[src/rtl/seq_divider.sv]
// Multi-cycle unsigned restoring divider: one quotient bit per clock, q/r held until next done.
// Optional DIV_ZERO_BYPASS_EN: a zero divisor skips the iteration and finishes one cycle later.
module seq_divider #(
  parameter int unsigned WIDTH = 4
) (
  input  logic             clk,
  input  logic             rst_n,
  input  logic             start,
  input  logic [WIDTH-1:0] x,
  input  logic [WIDTH-1:0] y,
  output logic             busy,
  output logic             done,
  output logic [WIDTH-1:0] q,
  output logic [WIDTH-1:0] r,
  output logic             div_by_zero
);

  localparam int unsigned CntW = $clog2(WIDTH + 1);

  typedef enum logic [1:0] {StIdle, StRun, StDone} state_e;

  state_e           r_state;
  state_e           w_state_nx;
  logic [CntW-1:0]  r_cnt;
  logic [WIDTH-1:0] r_dvd;
  logic [WIDTH-1:0] r_div;
  logic [WIDTH-1:0] r_rem;
  logic [WIDTH-1:0] r_q;
  logic [WIDTH-1:0] r_r;
  logic             r_dbz;

  logic             w_accept;
  logic             w_last;
  logic             w_ge;
  logic             w_zero_skip;
  logic [WIDTH:0]   w_rem_sh;
  logic [WIDTH-1:0] w_rem_nx;
  logic [WIDTH-1:0] w_quo_nx;

  assign w_accept = start && (r_state != StRun);
  assign w_last   = (r_state == StRun) && (r_cnt == CntW'(1));

`ifdef DIV_ZERO_BYPASS_EN
  assign w_zero_skip = (r_state == StRun) && (r_div == '0);
`else
  assign w_zero_skip = 1'b0;
`endif

  // r_dvd shifts out dividend bits at the top and collects quotient bits at the bottom.
  assign w_rem_sh = {r_rem, r_dvd[WIDTH-1]};
  assign w_ge     = w_rem_sh >= {1'b0, r_div};
  assign w_rem_nx = w_ge ? WIDTH'(w_rem_sh - {1'b0, r_div}) : w_rem_sh[WIDTH-1:0];
  assign w_quo_nx = {r_dvd[WIDTH-2:0], w_ge};

  always_ff @(posedge clk or negedge rst_n) begin
    if (!rst_n) begin
      r_state <= StIdle;
    end else begin
      r_state <= w_state_nx;
    end
  end

  always_comb begin
    w_state_nx = r_state;
    unique case (r_state)
      StIdle, StDone: w_state_nx = start ? StRun : StIdle;
      StRun:          if (w_zero_skip || w_last) w_state_nx = StDone;
      default:        w_state_nx = StIdle;
    endcase
  end

  always_comb begin
    busy = 1'b0;
    done = 1'b0;
    if (r_state == StRun && !w_zero_skip) busy = 1'b1;
    if (r_state == StDone) done = 1'b1;
  end

  always_ff @(posedge clk or negedge rst_n) begin
    if (!rst_n) begin
      r_cnt <= '0;
      r_dvd <= '0;
      r_div <= '0;
      r_rem <= '0;
      r_q   <= '0;
      r_r   <= '0;
      r_dbz <= 1'b0;
    end else if (w_accept) begin
      r_dvd <= x;
      r_div <= y;
      r_rem <= '0;
      r_cnt <= CntW'(WIDTH);
    end else if (w_zero_skip) begin
      r_q   <= '1;
      r_r   <= r_dvd;
      r_dbz <= 1'b1;
      r_cnt <= '0;
    end else if (r_state == StRun) begin
      r_rem <= w_rem_nx;
      r_dvd <= w_quo_nx;
      r_cnt <= r_cnt - CntW'(1);
      if (w_last) begin
        r_q   <= w_quo_nx;
        r_r   <= w_rem_nx;
        r_dbz <= (r_div == '0);
      end
    end
  end

  assign q           = r_q;
  assign r           = r_r;
  assign div_by_zero = r_dbz;

endmodule

[config.mk]
export PLATFORM = sky130hd
export DESIGN_NAME = seq_divider
export DESIGN_NICKNAME = d
export VERILOG_FILES = /design/src/rtl/seq_divider.sv
export SDC_FILE = /design/constraint.sdc
export NUM_CORES = 1
export LEC_CHECK = 0
export BUFFER_PORTS_ARGS = -buffer_cell sky130_fd_sc_hd__buf_2
export CAP_MARGIN = 0
export CORE_ASPECT_RATIO = 1.2
export CORE_MARGIN = 8
export CORE_UTILIZATION = 43
export CTS_CLUSTER_SIZE = 30
export DETAILED_ROUTE_END_ITERATION = 8
export PLACE_DENSITY = 0.69
export SLEW_MARGIN = 20
export SYNTH_ARGS = -nofsm -noshare
export SYNTH_HDL_FRONTEND = slang
export SYNTH_SLANG_ARGS = --single-unit
export TNS_END_PERCENT = 20
[constraint.sdc]
create_clock -name clk -period 1.9 [get_ports clk]
set_clock_uncertainty 0.15 [all_clocks]
set_input_delay 0.095 -clock clk [delete_from_list [all_inputs] [get_ports clk]]
set_output_delay 0.095 -clock clk [all_outputs]
set_load 0.02 [all_outputs]
; ---- Word level (Yosys, flattened, before mapping)
; Index checks and enable logic that the tools add are counted.
[word_totals]
reg_bits = 26
input_bits = 11
output_inout_bits = 11
elab_cells = 36
[classes]
add_sub_neg = 2
order_cmp = 1
n_eq_ne = 5
mux = 12
bitwise_logic = 1
n_reduce_logical = 7
[ops]
columns = op, count
row1 = $mux 4, 5
row2 = $mux 3, 2
row3 = $ge 5x4->1, 1
row4 = $logic_not 4->1, 1
row5 = $pmux 2 s2, 1
row6 = $sub 4x4->4, 1
row7 = $eq 3x1->1 const B, 1
row8 = $mux 1, 3
row9 = $reduce_and 3->1, 1
row10 = $sub 3x1->3 const B, 1
row11 = $eq 2x1->1 const B, 1
row12 = $eq 2x2->1 const B, 1
row13 = $logic_and 1x1->1, 2
row14 = $logic_not 2->1, 1
row15 = $mux 2, 1
row16 = $ne 2x1->1 const B, 1
row17 = $ne 2x2->1 const B, 1
row18 = $reduce_bool 2->1, 1
row19 = $reduce_or 2->1, 1
row20 = $not 1->1, 1

; ---- Depth between registers and ports, before layout
; Gate-level depths: netlist of the first run.
[depth]
ltp_word = 4
ltp_mapped = 7
ltp_nobuf = 7

; ---- Least setup slack after synthesis of the first run
; Ideal clock, no wire load.
[synth_path]
path_kind = register to register
startpoint = register r_rem[0]
endpoint = register r_rem[2]
setup_ps = 134
arrival_time_ps = 1368
t_required_ps = 1616
slack_ps = 248
path_stages_with_launch = 6
n_path_buf = 0
synth_period_minus_slack_ps = 1652
cell_sequence = dfrtp_1 > ha_1 > nor4_2 > o21ai_2 > a21oi_1 > o31ai_1
[synth_via]
elab_chain_len = 4
elab_cells_between_ends = 5
classes_between = add/sub (1) / order compare (1) / mux (3)
[synth_rtl]
columns = item, line
row1 = "start, declared", 27  ; logic [WIDTH-1:0] r_rem;
row2 = "start signal, assigned", 99  ; r_rem <= w_rem_nx;
row3 = $sub 4x4->4 / $ge 5x4->1 (equally long branches), "52, 51"
row4 = $mux 4 *, 52  ; assign w_rem_nx = w_ge ? WIDTH'(w_rem_sh - {1'b0, r_div}) : w_rem_sh[WIDTH-1:0];
row5 = $mux 4 *, 98  ; end else if (r_state == StRun) begin
row6 = $mux 4 *, 88  ; end else if (w_accept) begin
; Mark *: on every way between the ends. The rest lies on a longest branch, timed or not. The select of a mux whose other input is x is not followed.
; A chain may end at the register's enable or synchronous reset.

; ---- Worst setup path after layout of the first run
[layout_path]
startpoint = register r_dvd[3]
endpoint = register r_r[2], in the netlist r[2]
[layout_via]
elab_chain_len = 2
elab_cells_between_ends = 3
classes_between = add/sub (1) / order compare (1) / mux (1)
[layout_rtl]
columns = item, line
row1 = "start, declared", 25  ; logic [WIDTH-1:0] r_dvd;
row2 = "start signal, assigned", 100  ; r_dvd <= w_quo_nx;
row3 = $sub 4x4->4 / $ge 5x4->1 (equally long branches), "52, 51"
row4 = $mux 4 *, 52
row5 = "end signal, assigned", 95  ; r_r <= r_dvd;
row6 = "end signal, assigned", 104  ; r_r <= w_rem_nx;
row7 = "end, declared", 29  ; logic [WIDTH-1:0] r_r;
; Mark *: on every way between the ends. The rest lies on a longest branch, timed or not.

==> reports/results.ini, run 1 <==
[power_and_ir_drop]
switching_power_w=0.00154
power_leakage_nw=0.805
share_seq_of_total_power_pct=30.3
p_per_area_nw_per_um2=1950
intPower_w=0.00177
comb_power_share_pct=61.1
max-vdd-ir-drop_uv=922
swShare_pct=46.6
pwr-share-clk_pct=8.6

[layout]
antenna_cells=0
fillers=277
layout.cells.non_filler=207
drive_above_1_share_pct=29.8
mostFrequentLayoutCells=dfrtp_1 (26), nand2_1 (22), buf_2 (21)
nNetsFinal=190
synthToLayoutAreaGrowth_pct=29.0
layout_commonest_cell=dfrtp_1
stdcell_area_sq_um=1700
final_util_pct=56.5

[clock_tree]
cts.htree.levels=1
clk_path_buf_depth=2
cts.sinks=26
cts-root-buf=clkbuf_4
clock_latency_ps=320
cts_buffers=3
clkSlewWorstSetupHoldPaths_ps=140
cts_tree=done

[detailed_routing]
drt_pass1_iterations=4
drc=0
drt_iter0_markers=28
drt.antenna.violating_nets=0
wl_um=3200
num_vias=1127
wl_per_cell_um=15.5
vias_per_cell=5.44

[floorplan]
die_w_um=66.5
die_y_um=76.6
pin_count=22
start_util_pct=43.8
rows=22
core_area_sq_um=3000
die-area_sq_um=5090

[yosys]
syn_area_per_cell_sq_um=9.80
yosys_warnings=0
synthCells=134
synth_fp_nets=152
synth_seq_cells=26
synth_ff_type=dfrtp_1
synth_area_sq_um=1310
ys_seq_area_share_pct=49.5
synth_cell_type_count=35
synthArstFlopShare_pct=100
synth_edf_count=0

[setup_path]
rr_endpoint=r[2]$_DFFE_PN0P_
endpoint=r[2]$_DFFE_PN0P_
cp-start-kind=flop
cp.depth=7
worst-r2r-cell-count=7
path_class=reg -> reg
critPathMaxFanout=3
slowest_stage=dfrtp_1
cpMostUsedCell=inv_1
critical_path.top_delay_family=adder cells
endpoint_kind=flop
worst_ep_arrival_time_ps=1900
cp.required_ps=1960
critPathLaunch=r_dvd[3]$_DFFE_PN0P_
crit_buf_inv=2
path_cells=inv_1 > ha_2 > inv_1 > fa_2 > xor2_2 > nor3_2 > o31ai_1
max_stage_delay_ps=420
reg2reg_slack_ps=60
reg2reg_from=r_dvd[3]$_DFFE_PN0P_

[timing]
grt_setup_unrepaired=true
fin_crit_ps=1840
hold_ws_ps=22.8
setup_viol=0
relSlewSlack_pct=61.5
drv_slew=0
worstMarginPinSlew_ps=578
fmax_mhz=542
hold_viol_final=0
min_period_over_period_pct=97.0

[job]
maxCapViolations=0

[place]
dp.cells=192
portBuffers=21
gp_congestion=0.906
placed_area_sq_um=1480
dp_hpwl_um=2230

[min_path]
hp-class=in -> reg

[grt]
grt_start_max_net_pins=27
grt_pass1_vias=1038
grt_antenna_before_repair=0
grt_pass1_wl_um=5020
track_usage_pct=12.1
overflow=0

[status]
outcome=complete, no violations

sequential cells by signal (all words and copies together), names as in the netlist:
signal       cells
q                4
r                4
r_div            4
r_dvd            4
r_rem            4
r_cnt            3
r_state          2
div_by_zero      1
how the worst min path moves through the flow:
| stage | endpoint | slack, ps | from | cells past startpoint |
|---|---|---|---|---|
| 2_1_floorplan | div_by_zero$_DFFE_PN0P_ | -350 | rst_n | 0 |
| 3_3_place_gp | r_dvd[1]$_DFFE_PN0P_ | -30 | rst_n | 1 |
| 3_5_place_dp | r_state[0]$_DFFE_PN0P_ | -6 | rst_n | 1 |
| 4_1_cts | r_dvd[3]$_DFFE_PN0P_ | 10 | start | 3 |
| 5_1_grt | r_dvd[0]$_DFFE_PN0P_ | 30 | start | 3 |
| 6_report | r_dvd[0]$_DFFE_PN0P_ | 20 | start | 3 |
cell usage after synthesis (all sizes together), types with 3 or more instances:
| cell | number | area, sq um |
|---|---|---|
| mux2i | 3 | 30.0 |
| nand2 | 23 | 86.3 |
| nand3 | 8 | 40.0 |
| ha | 6 | 75.1 |
| buf | 3 | 15.0 |
| dfrtp | 26 | 651 |
| o21ai | 12 | 67.6 |
| o211ai | 4 | 30.0 |
| a21oi | 4 | 20.0 |
| nor2 | 4 | 17.5 |
| nor2b | 4 | 25.0 |
| inv | 12 | 45.1 |
worst min-delay path: cells and delay by family:
kind	cells	cell delay (ps)
buf+inv	1	170
compound gates	2	200
cells by family after synthesis:
group                    after synthesis  synth area share [%]
AND/OR/NAND/NOR                       48                  17.9
AO/OA/AOI/OAI                         32                  16.7
flip-flops                            26                  49.5
buffers and inverters                 16                  4.86
adder cells (fa/ha/maj)                7                  7.24
multiplexers                           4                  3.14
XOR/XNOR                               1                 0.667
power by group through the flow:
stage | logic (W) | registers (W) | clock network, W
final | 0.00202 | 0.00100 | 0.000284
after floorplan | 0.00113 | 0.00107 | 0
after global routing | 0.00224 | 0.00103 | 0.000305
after CTS | 0.00171 | 0.000992 | 0.000291
after global placement | 0.00163 | 0.000987 | 0
after detailed placement | 0.00169 | 0.00100 | 0
through the flow:
stage	setup slack [ps]	setup TNS [ps]	power (W)
after floorplan	248	0	0.00220
after global placement	130	0	0.00261
after detailed placement	88.8	0	0.00269
after CTS	51.9	0	0.00299
after global routing	-27.8	-48.9	0.00357
final	56.4	0	0.00331
repair_timing:
| item | in CTS | in global routing |
|---|---|---|
| hold buffers | 9 | 0 |
| endpoints found under the setup margin | 0 | 5 |
| gates resized for setup | 0 | 12 |
| hold endpoints to repair | 34 | 0 |
| buffers inserted | 0 | 2 |
final cells by class:
type                       instances  area, sq um  area share (%)
sequential                        26          651            38.4
inverter                          12         45.0            2.66
timing repair buffer              37          248            14.6
multi-input combinational         92          671            39.6
tap                               36         45.0            2.66
clock buffer                       4         36.3            2.14
metal layers:
metal / up-vias / global-route usage, % / part of all wire, %
li1: 540 / - / -
met1: 552 / 15.9 / 41
met2: 31 / 18.9 / 51
met3: 4 / 2.21 / 6.6
met4: 0 / 4.71 / 1.3
met5: - / 0 / 0
Note: power is estimated with default switching activity, not from simulation.
==> run 2: changes to the inputs <==
Settings changed: CTS_CLUSTER_DIAMETER from default to 30, PLACE_DENSITY 0.69 to 0.64.
==> run 2 against run 1 <==
  * Via count is 3.8% lower
  * Non-clock buffer count stayed put
  * Sequential share of layout area is 0.93 points higher
==> reports/results.ini, run 2 (synthesis results as in run 1) <==
[status]
outcome=complete, no violations

[setup_path]
cp.required_ps=1960
reg2reg_slack_ps=40
critical_path.top_delay_family=compound AO/OA/AOI/OAI gates
max_stage_delay_ps=380
endpoint_kind=flop
crit_buf_inv=1
critPathMaxFanout=5
slowest_stage=dfrtp_1
worst_ep_arrival_time_ps=1930
path_class=reg -> reg
path_cells=inv_1 > ha_1 > nor4_4 > o21ai_2 > a21oi_1 > o41ai_2
cp-start-kind=flop

[place]
gp_congestion=0.893
portBuffers=21
dp_hpwl_um=2320

[layout]
nNetsFinal=190
synthToLayoutAreaGrowth_pct=26.0
layout_commonest_cell=dfrtp_1
fillers=270
multi_input_area_sq_um=631
drive_above_1_share_pct=25.7
mostFrequentLayoutCells=dfrtp_1 (26), nand2_1 (23), buf_2 (21)
regArea_sq_um=651
antenna_cells=0
final_util_pct=55.2

[timing]
grt_setup_unrepaired=true
finalSetupTns_ps=0
relSlewSlack_pct=60.0
min_period_over_period_pct=98.1
worstMarginPinSlew_ps=599
fmax_mhz=537
fin_crit_ps=1860
hold_ws_ps=42.6
setup_viol=0
drv_slew=0
hold_viol_final=0

[clock_tree]
cts_tree=done
cts.sinks=26
clkSlewWorstSetupHoldPaths_ps=150
clk_path_buf_depth=2
clock_latency_ps=320
cts.htree.levels=1
cts_buffers=3
cts-root-buf=clkbuf_4

[power_and_ir_drop]
switching_power_w=0.00145
power_w=0.00311
power_leakage_nw=0.805
intPower_w=0.00166
share_seq_of_total_power_pct=31.7
pwr-share-clk_pct=9.0
comb_power_share_pct=59.2
swShare_pct=46.5
p_per_area_nw_per_um2=1880
max-vdd-ir-drop_uv=960

[grt]
grt_antenna_before_repair=0
overflow=0
grt_pass1_vias=1180
grt_pass1_wl_um=5420
track_usage_pct=13.1
grt_start_max_net_pins=27

[floorplan]
rows=22
pin_count=22
die_y_um=76.6
die-area_sq_um=5090
core_area_sq_um=3000
die_w_um=66.5
start_util_pct=43.8

[job]
maxCapViolations=0

[detailed_routing]
drt.antenna.violating_nets=0
num_vias=1084
drt_pass1_iterations=4
vias_per_cell=5.24
wl_per_cell_um=15.0
wl_um=3110
drc=0
drt_iter0_markers=45

[min_path]
hp-class=in -> reg

## run 2: cell counts in the layout (fill, tap and decap cells not counted)
Identical to the previous run, type by type.
## run 2: final timing paths
| path | to | cells after the start | start |
|---|---|---|---|
| min in group asynchronous | r[3]$_DFFE_PN0P_ | 2 | rst_n |
| worst max register to register | r[3]$_DFFE_PN0P_ | 6 | r_div[1]$_DFFE_PN0P_ |
| worst max-delay path | r[3]$_DFFE_PN0P_ | 6 | r_div[1]$_DFFE_PN0P_ |
| worst min-delay path | r_dvd[3]$_DFFE_PN0P_ | 3 | start |
| max in group asynchronous | q[2]$_DFFE_PN0P_ | 2 | rst_n |
| worst min register to register | q[2]$_DFFE_PN0P_ | 2 | q[2]$_DFFE_PN0P_ |
## run 2: area by class of cell
| class | instances | share of cell area [%] |
|---|---|---|
| flip-flops and latches | 26 | 39.3 |
| clock buffers | 4 | 2.19 |
| multi-input cells | 92 | 38.1 |
| inverters | 12 | 2.72 |
| well taps | 36 | 2.72 |
| repair buffers | 37 | 15.0 |
## run 2: layer usage
layer,track usage [%],share of wire (%)
met5,0,0
met4,4.50,0.77
met3,2.79,4.1
met2,20.4,48
met1,17.3,47
## run 2: power groups by stage
| stage | logic [W] | registers, W | clock network, W |
|---|---|---|---|
| after global placement | 0.00163 | 0.000982 | 0 |
| after floorplan | 0.00113 | 0.00107 | 0 |
| after CTS | 0.00173 | 0.000990 | 0.000289 |
| final | 0.00184 | 0.000985 | 0.000281 |
| after detailed placement | 0.00170 | 0.00100 | 0 |
| after global routing | 0.00206 | 0.00103 | 0.000310 |
## run 2: stage by stage
step                      worst slack, ps  std cells  instance area (sq um)
after floorplan                       248        134                   1310
after global placement                151        193                   1490
after detailed placement             59.6        193                   1490
after CTS                            38.8        206                   1620
after global routing                -72.5        207                   1660
final                                36.7        207                   1660
## run 2: worst register-to-register path: stages, from the launching register on
cell and delay (ps):
dfrtp_1 380, inv_1 80, ha_1 250, nor4_4 360
o21ai_2 150, a21oi_1 280, o41ai_2 130
## run 2: repair_timing
| action | in CTS | in global routing |
|---|---|---|
| endpoints found under the setup margin | 0 | 6 |
| gates resized for setup | 0 | 4 |
| setup buffers | 0 | 1 |
| hold buffers | 9 | 0 |
| endpoints found under the hold margin | 34 | 0 |
